--- config.mk ---
export PLATFORM = sky130hd
export DESIGN_NAME = multicycle_core
export DESIGN_NICKNAME = d
export VERILOG_FILES = /design/src/rtl/multicycle_core.sv
export SDC_FILE = /design/constraint.sdc
export NUM_CORES = 2
export LEC_CHECK = 0
export ABC_AREA = 1
export ABC_CLOCK_PERIOD_IN_PS = 5500
export CAP_MARGIN = 20
export CORE_ASPECT_RATIO = 2
export CORE_MARGIN = 2
export CORE_UTILIZATION = 64
export CTS_CLUSTER_DIAMETER = 40
export CTS_CLUSTER_SIZE = 8
export DETAILED_ROUTE_END_ITERATION = 7
export PLACE_DENSITY_LB_ADDON = 0.08
export SETUP_SLACK_MARGIN = 0.4
export SLEW_MARGIN = 5
export SYNTH_ARGS = -nofsm -noshare
export SYNTH_HDL_FRONTEND = slang
export SYNTH_SLANG_ARGS = --single-unit
--- constraint.sdc ---
create_clock -name CLK -period 5.5 [get_ports CLK]
set_clock_uncertainty 0.1 [all_clocks]
set_input_delay 1.375 -clock CLK [delete_from_list [all_inputs] [get_ports CLK]]
set_output_delay 1.375 -clock CLK [all_outputs]
set_load 0.01 [all_outputs]
--- src/rtl/multicycle_core.sv ---
// multicycle_core: multi-cycle RV32I subset core with loadable instruction memory, halt/illegal detection and retire counter
module multicycle_core #(
  parameter int XLEN       = 32,
  parameter int IMEM_DEPTH = 16,
  parameter int RESULT_REG = 3,
  localparam int AW        = $clog2(IMEM_DEPTH)
) (
  input  logic            CLK,
  input  logic            RST,
  input  logic            IMEM_WE,
  input  logic [AW-1:0]   IMEM_WADDR,
  input  logic [31:0]     IMEM_WDATA,
  input  logic            START,
  output logic            BUSY,
  output logic            HALTED,
  output logic            ILLEGAL,
  output logic [31:0]     PC_OUT,
  output logic [31:0]     RETIRED,
  output logic [XLEN-1:0] RESULT
);
  typedef enum logic [2:0] {IDLE, FETCH, DECODE, EXECUTE, WRITE, HALT} state_t;
  localparam logic [31:0] PC_MASK = 32'(IMEM_DEPTH * 4 - 1);
  state_t          state_q;
  logic [31:0]     pc_q, retired_q, inst_q;
  logic            illegal_q;
  logic [XLEN-1:0] rs1_q, rs2_q;
  logic [XLEN-1:0] regs_q [32];
  logic [31:0]     imem_q [IMEM_DEPTH];
  logic [6:0]      opc, f7;
  logic [2:0]      f3;
  logic [4:0]      rd, rs1, rs2;
  logic [XLEN-1:0] imm_i, alu_d;
  logic [31:0]     imm_b, target_d, next_pc_d;
  logic            is_r, is_i, is_b, taken_d, bad_d, ecall_d, wr_d;
  assign {f7, rs2, rs1, f3, rd, opc} = inst_q;
  assign BUSY    = state_q inside {FETCH, DECODE, EXECUTE, WRITE};
  assign HALTED  = state_q == HALT;
  assign ILLEGAL = illegal_q;
  assign PC_OUT  = pc_q;
  assign RETIRED = retired_q;
  assign RESULT  = regs_q[RESULT_REG];
  always_comb begin
    imm_i     = {{(XLEN-12){inst_q[31]}}, inst_q[31:20]};
    imm_b     = {{19{inst_q[31]}}, inst_q[31], inst_q[7], inst_q[30:25], inst_q[11:8], 1'b0};
    is_r      = opc == 7'b0110011 && ((f7 == 7'b0000000 && f3 != 3'b011) || (f7 == 7'b0100000 && f3 == 3'b000));
    is_i      = opc == 7'b0010011 && f3 == 3'b000;
    is_b      = opc == 7'b1100011 && f3[2:1] == 2'b00;
    taken_d   = is_b && ((rs1_q == rs2_q) ^ f3[0]);
    target_d  = taken_d ? pc_q + imm_b : pc_q + 32'd4;
    next_pc_d = target_d & PC_MASK;
    ecall_d   = inst_q == 32'h0000_0073;
    bad_d     = !(is_r || is_i || is_b) || target_d[1:0] != 2'b00;
    wr_d      = (is_r || is_i) && rd != 5'd0;
    alu_d     = rs1_q + imm_i;
    if (is_r)
      case (f3)
        3'b000:  alu_d = f7[5] ? rs1_q - rs2_q : rs1_q + rs2_q;
        3'b001:  alu_d = rs1_q << rs2_q[4:0];
        3'b010:  alu_d = {{(XLEN-1){1'b0}}, $signed(rs1_q) < $signed(rs2_q)};
        3'b100:  alu_d = rs1_q ^ rs2_q;
        3'b101:  alu_d = rs1_q >> rs2_q[4:0];
        3'b110:  alu_d = rs1_q | rs2_q;
        default: alu_d = rs1_q & rs2_q;
      endcase
  end
  always_ff @(posedge CLK) begin
    if (RST) begin
      state_q   <= IDLE;
      pc_q      <= '0;
      retired_q <= '0;
      illegal_q <= 1'b0;
      for (int i = 0; i < 32; i++) regs_q[i] <= '0;
    end else
      case (state_q)
        IDLE, HALT:
          if (START) begin
            state_q   <= FETCH;
            pc_q      <= '0;
            retired_q <= '0;
            illegal_q <= 1'b0;
          end
        FETCH: begin
          inst_q  <= imem_q[pc_q[AW+1:2]];
          state_q <= DECODE;
        end
        DECODE: begin
          rs1_q   <= rs1 == 5'd0 ? '0 : regs_q[rs1];
          rs2_q   <= rs2 == 5'd0 ? '0 : regs_q[rs2];
          state_q <= EXECUTE;
        end
        EXECUTE: begin
          state_q <= ecall_d || bad_d ? HALT : WRITE;
          if (bad_d && !ecall_d) illegal_q <= 1'b1;
        end
        WRITE: begin
          if (wr_d) regs_q[rd] <= alu_d;
          pc_q      <= next_pc_d;
          retired_q <= retired_q + 32'd1;
          state_q   <= FETCH;
        end
        default: state_q <= IDLE;
      endcase
  end
  always_ff @(posedge CLK)
    if (!RST && IMEM_WE && !BUSY) imem_q[IMEM_WADDR] <= IMEM_WDATA;
endmodule

==> results.ini, run 1 <==
[placed_design]
dp.cells=11900
place_congestion=1.14
io_buffers=111
dp_hpwl_um=286000
placement.cell_area_um2=96600

[die]
start_util=0.645
row_count=197
die_x_um=274
die_h_um=543
io_pins=139

[logic_synthesis]
synth_flop_cell=edfxtp_1
avgSynthCellArea_um2=8.91
async_flop_share=0
yosys-top-cells-area=edfxtp_1 (53%), a21oi_1 (8.4%), o21ai_0 (7.6%), nand2_1 (6.0%), nor2_1 (3.7%)
synth_edf_count=1632
syn_area_um2=93000
yosysTopAreaCellShare=0.527
syn-instance-count=10400
ys_types=59
ys_ff_latch=1673
yosysSeqAreaShare=0.536
yosysWarnings=0
yosysTopAreaCell=edfxtp_1

[clocking]
cts_root_buffer=clkbuf_16
post_cts_buffers=0
clkSinkCount=1673
cts_resized=0
htreeDepth=4
cts.path.max_buffers=4
cts.hold.buffers_added=0
numCtsBuffers=240

[global_route]
grt_usage=0.736
overflow=34
grt_max_degree=244

[outcome]
stop_error=[ERROR GRT-0232] Routing congestion too high. Check the congestion heatmap in the GUI.
haltStage=5_1_grt
status=aborted with a tool error

[cell families after synthesis]
family / share of synthesized area
buf+inv: 0.0737
flops: 0.536
mux: 0.0107
compound gates: 0.225
fa+ha+maj: 0.0213
simple gates: 0.131
other cells: 0.0000403
xor+xnor: 0.00273
[synthesized netlist by cell type (27+ instances only)]
master    count
a211oi_1     47
clkbuf_1    615
buf_2       217
nand3_1     440
inv_1       773
o221ai_1    106
ha_1        152
a221oi_1     56
dfxtp_1      41
o21a_1       27
nor3_1       52
edfxtp_1   1632
a31oi_1      40
nor2_1      928
nand4_1      41
o21ai_0    1405
o211ai_1    342
nand2_1    1492
mux2i_1      99
o32ai_1      32
buf_1        73
buf_4        29
o22ai_1      30
a21oi_1    1566
[stage by stage]
step           setup TNS (ps)   util  setup slack (ps)  hold WS, ps
2_1_floorplan               0      -               437          394
3_3_place_gp           -20790  0.669              -690          362
3_5_place_dp                0  0.670               804          365
4_1_cts                     0  0.715               822          408
[per-layer routing]
layer / GRT overflow / track usage
met3: 0 / 0.559
met5: 0 / 0.296
met1: 0 / 0.689
met4: 18 / 0.806
met2: 16 / 0.929
==> run 2: changes to the inputs <==
- CORE_ASPECT_RATIO: 2 -> unset
- CORE_UTILIZATION: 64 -> 40
- CTS_CLUSTER_DIAMETER: 40 -> unset
- CTS_CLUSTER_SIZE: 8 -> unset
- PLACE_DENSITY_LB_ADDON: 0.08 -> 0.15
- SETUP_SLACK_MARGIN: 0.4 -> unset
==> run 2 against run 1 <==
The flow now finishes, with violations (DRC). Synthesized cell count is the same. Synthesized area is the same.
==> results.ini, run 2 <==
[final_layout]
largestRegisters=regs_q (1024), imem_q (512)
nets=10400
drive_gt1_frac=0.0679
seq_area_um2=49800
largest-register=regs_q
fillers=22100
final_util=0.449
multi_input_area_um2=36900
final_common_cell=edfxtp_1
largest_reg_flops=1024
syn2layout_area_growth_pct=11.4
final_cell_mix=edfxtp_1 (1632), a21oi_1 (1565), nand2_1 (1446), o21ai_0 (1405), nor2_1 (902)

[die]
coreArea_um2=231000
die_x_um=486  ; +78%
dieArea_um2=236000
start_util=0.403  ; -0.242
row_count=176  ; -11%
io_pins=139  ; unchanged
die_h_um=486  ; -10%

[global_route]
grt_max_degree=221
grt_pass1_vias=78200
grt_usage=0.336
overflow=0
antenna_found_initial=32
grt_pass1_wl_um=576000

[logic_synthesis]
synth.top_cells.by_count=edfxtp_1 (1632), a21oi_1 (1566), nand2_1 (1492), o21ai_0 (1405), nor2_1 (928)
synth_xor_area_frac=0.00273  ; unchanged
synth-simple-area-share=0.131  ; unchanged
syn-instance-count=10400  ; unchanged
async_flop_share=0  ; unchanged
synth_edf_count=1632  ; unchanged
ys_ff_latch=1673  ; unchanged
synth_top_family_by_area=compound AO/OA/AOI/OAI gates
synthMuxAreaShare=0.0107  ; unchanged
syn_area_um2=93000  ; unchanged
synth_flop_cell=edfxtp_1
yosysTopAreaCellShare=0.527  ; unchanged
synth_compound_area_frac=0.225  ; unchanged
ys_types=59  ; unchanged
synth_most_common_cell=edfxtp_1
yosysTopAreaCell=edfxtp_1
yosysWarnings=0  ; unchanged
synthAdderAreaFrac=0.0213  ; unchanged
yosys-top-cells-area=edfxtp_1 (53%), a21oi_1 (8.4%), o21ai_0 (7.6%), nand2_1 (6.0%), nor2_1 (3.7%)
yosysSeqAreaShare=0.536  ; unchanged
avgSynthCellArea_um2=8.91  ; unchanged

[placed_design]
io_buffers=111  ; unchanged
dp_hpwl_um=258000  ; -9.8%
preCtsSetupSlack_ps=914  ; +111 ps
place_congestion=1.01  ; -11%

[timing]
max_freq_ghz=0.206
timing.hold.ws_ps=380
rsz0062_at_grt=no
tightest_slew_ps=1230
fin_crit_sh=0.883
period_minus_slack_ps=4850
setup_viol=0
slew_viol_final=0
relSlewSlack=0.174
finalSetupTns_ps=0
timing.final.ws_setup_ps=646
finalHoldViolations=0

[critical_path]
crit_chain=buf_4 -> nor2_4 -> nand2_1 -> buf_4 -> inv_2 -> buf_4 -> a221oi_1 -> nand2_1 -> o21ai_0 -> a31oi_2
setup.worst_path.start=inst_q[17]
worst_ep_required_time_ps=5890
cp_slowest_cell=a31oi_2
critPathArrivalTime_ps=5240
r2r_end=rs1_q[8]
critPathMaxFanout=23
reg2reg_from=inst_q[17]
crit_end=rs1_q[8]
cpMostUsedCell=buf_4
crit_type=reg2reg
max_stage_delay_ps=840
r2r_setup_slack_ps=650
ff2ff_path_depth=10
end_kind=register
start_kind=register

[detailed_routing]
drt-total-wl_um=410000
drcViolationCount=36
drt_iter0_markers=13500
vias=85000
via_per_inst=6.37
antenna_left=0
drt_pre_antenna_iters=8
wl_per_cell_um=30.7

[job]
drv_cap=0

[clocking]
cts_tree=done
cts_resized=0  ; unchanged
cts.path.max_buffers=3  ; -1
numCtsBuffers=185  ; -23%
worstSkewPairLatency_ps=880
cts_root_buffer=clkbuf_16
cts.hold.buffers_added=0  ; unchanged
post_cts_buffers=0  ; unchanged
clkSinkCount=1673  ; unchanged
htreeDepth=4  ; unchanged
clk_pin_slew_ps=60

[outcome]
violations=DRC
status=complete, but fails checks

[worst_hold_path]
hp-class=reg2reg

[power]
p_per_area_nw_per_um2=312
power_leakage_nw=37.6
vdd_drop_max_uv=294

## run 2: how the worst min path moves through the flow
| stage | slack (ps) | to | from | cells after the start |
|---|---|---|---|---|
| floorplan | 390 | RETIRED[31] | RETIRED[31] | 2 |
| global placement | 370 | RETIRED[31] | RETIRED[31] | 2 |
| detailed placement | 370 | RETIRED[31] | RETIRED[31] | 2 |
| CTS | 380 | RETIRED[31] | RETIRED[31] | 2 |
| global route | 420 | ILLEGAL | ILLEGAL | 1 |
| finish | 380 | RETIRED[31] | RETIRED[31] | 2 |
## run 2: per-layer routing
metal | global-route usage | vias up | wire length, um | part of all wire
met5 | 0 | - | 195 | 0.00048
met4 | 0.208 | 28 | 28700 | 0.070
met3 | 0.0734 | 1169 | 48600 | 0.12
met2 | 0.491 | 5855 | 173000 | 0.42
met1 | 0.454 | 41400 | 160000 | 0.39
li1 | - | 36500 | - | -
## run 2: metrics by stage
stage	area, um^2	cells	power [mW]
final	104000	13300	32.3
after global routing	104000	13300	33.2
after CTS	104000	13300	32.2
after detailed placement	97700	13000	20.1
after global placement	97500	13000	20.0
after floorplan	93200	10500	17.7
## run 2: cell type report
| cell class | instances | area share |
|---|---|---|
| clock buffer | 229 | 0.0468 |
| tap | 3026 | 0.0365 |
| antenna | 19 | 0.000459 |
| clock inverter | 99 | 0.00968 |
| inverter | 788 | 0.0288 |
| multi-input combinational | 7096 | 0.356 |
| sequential | 1673 | 0.481 |
| timing repair buffer | 417 | 0.0404 |
## run 2: report_power, final
| part | switching (mW) | leakage [nW] | internal, mW |
|---|---|---|---|
| clock | 5.47 | 2.83 | 6.80 |
| sequential | 0.258 | 16.4 | 14.4 |
| combinational | 4.20 | 18.4 | 1.24 |
| total | 9.93 | 37.6 | 22.4 |
## run 2: kinds of logic (layout without fill, tap and decap cells)
kind of cell / after synthesis / after routing
AO/OA/AOI/OAI: 3745 / 3745
XOR/XNOR: 29 / 29
adder cells (fa/ha/maj): 156 / 156
buffers and inverters: 1723 / 1533
flip-flops: 1673 / 1673
multiplexers: 99 / 99
other: 1 / 78
AND/OR/NAND/NOR: 3008 / 3008
## run 2: worst max-delay path, delay by kind of cell (launching register included)
family / cells / cell delay [ps]
simple gates: 3 / 720
compound gates: 3 / 1330
flops: 1 / 620
buf+inv: 4 / 1610
Note: power is estimated with default switching activity, not from simulation.
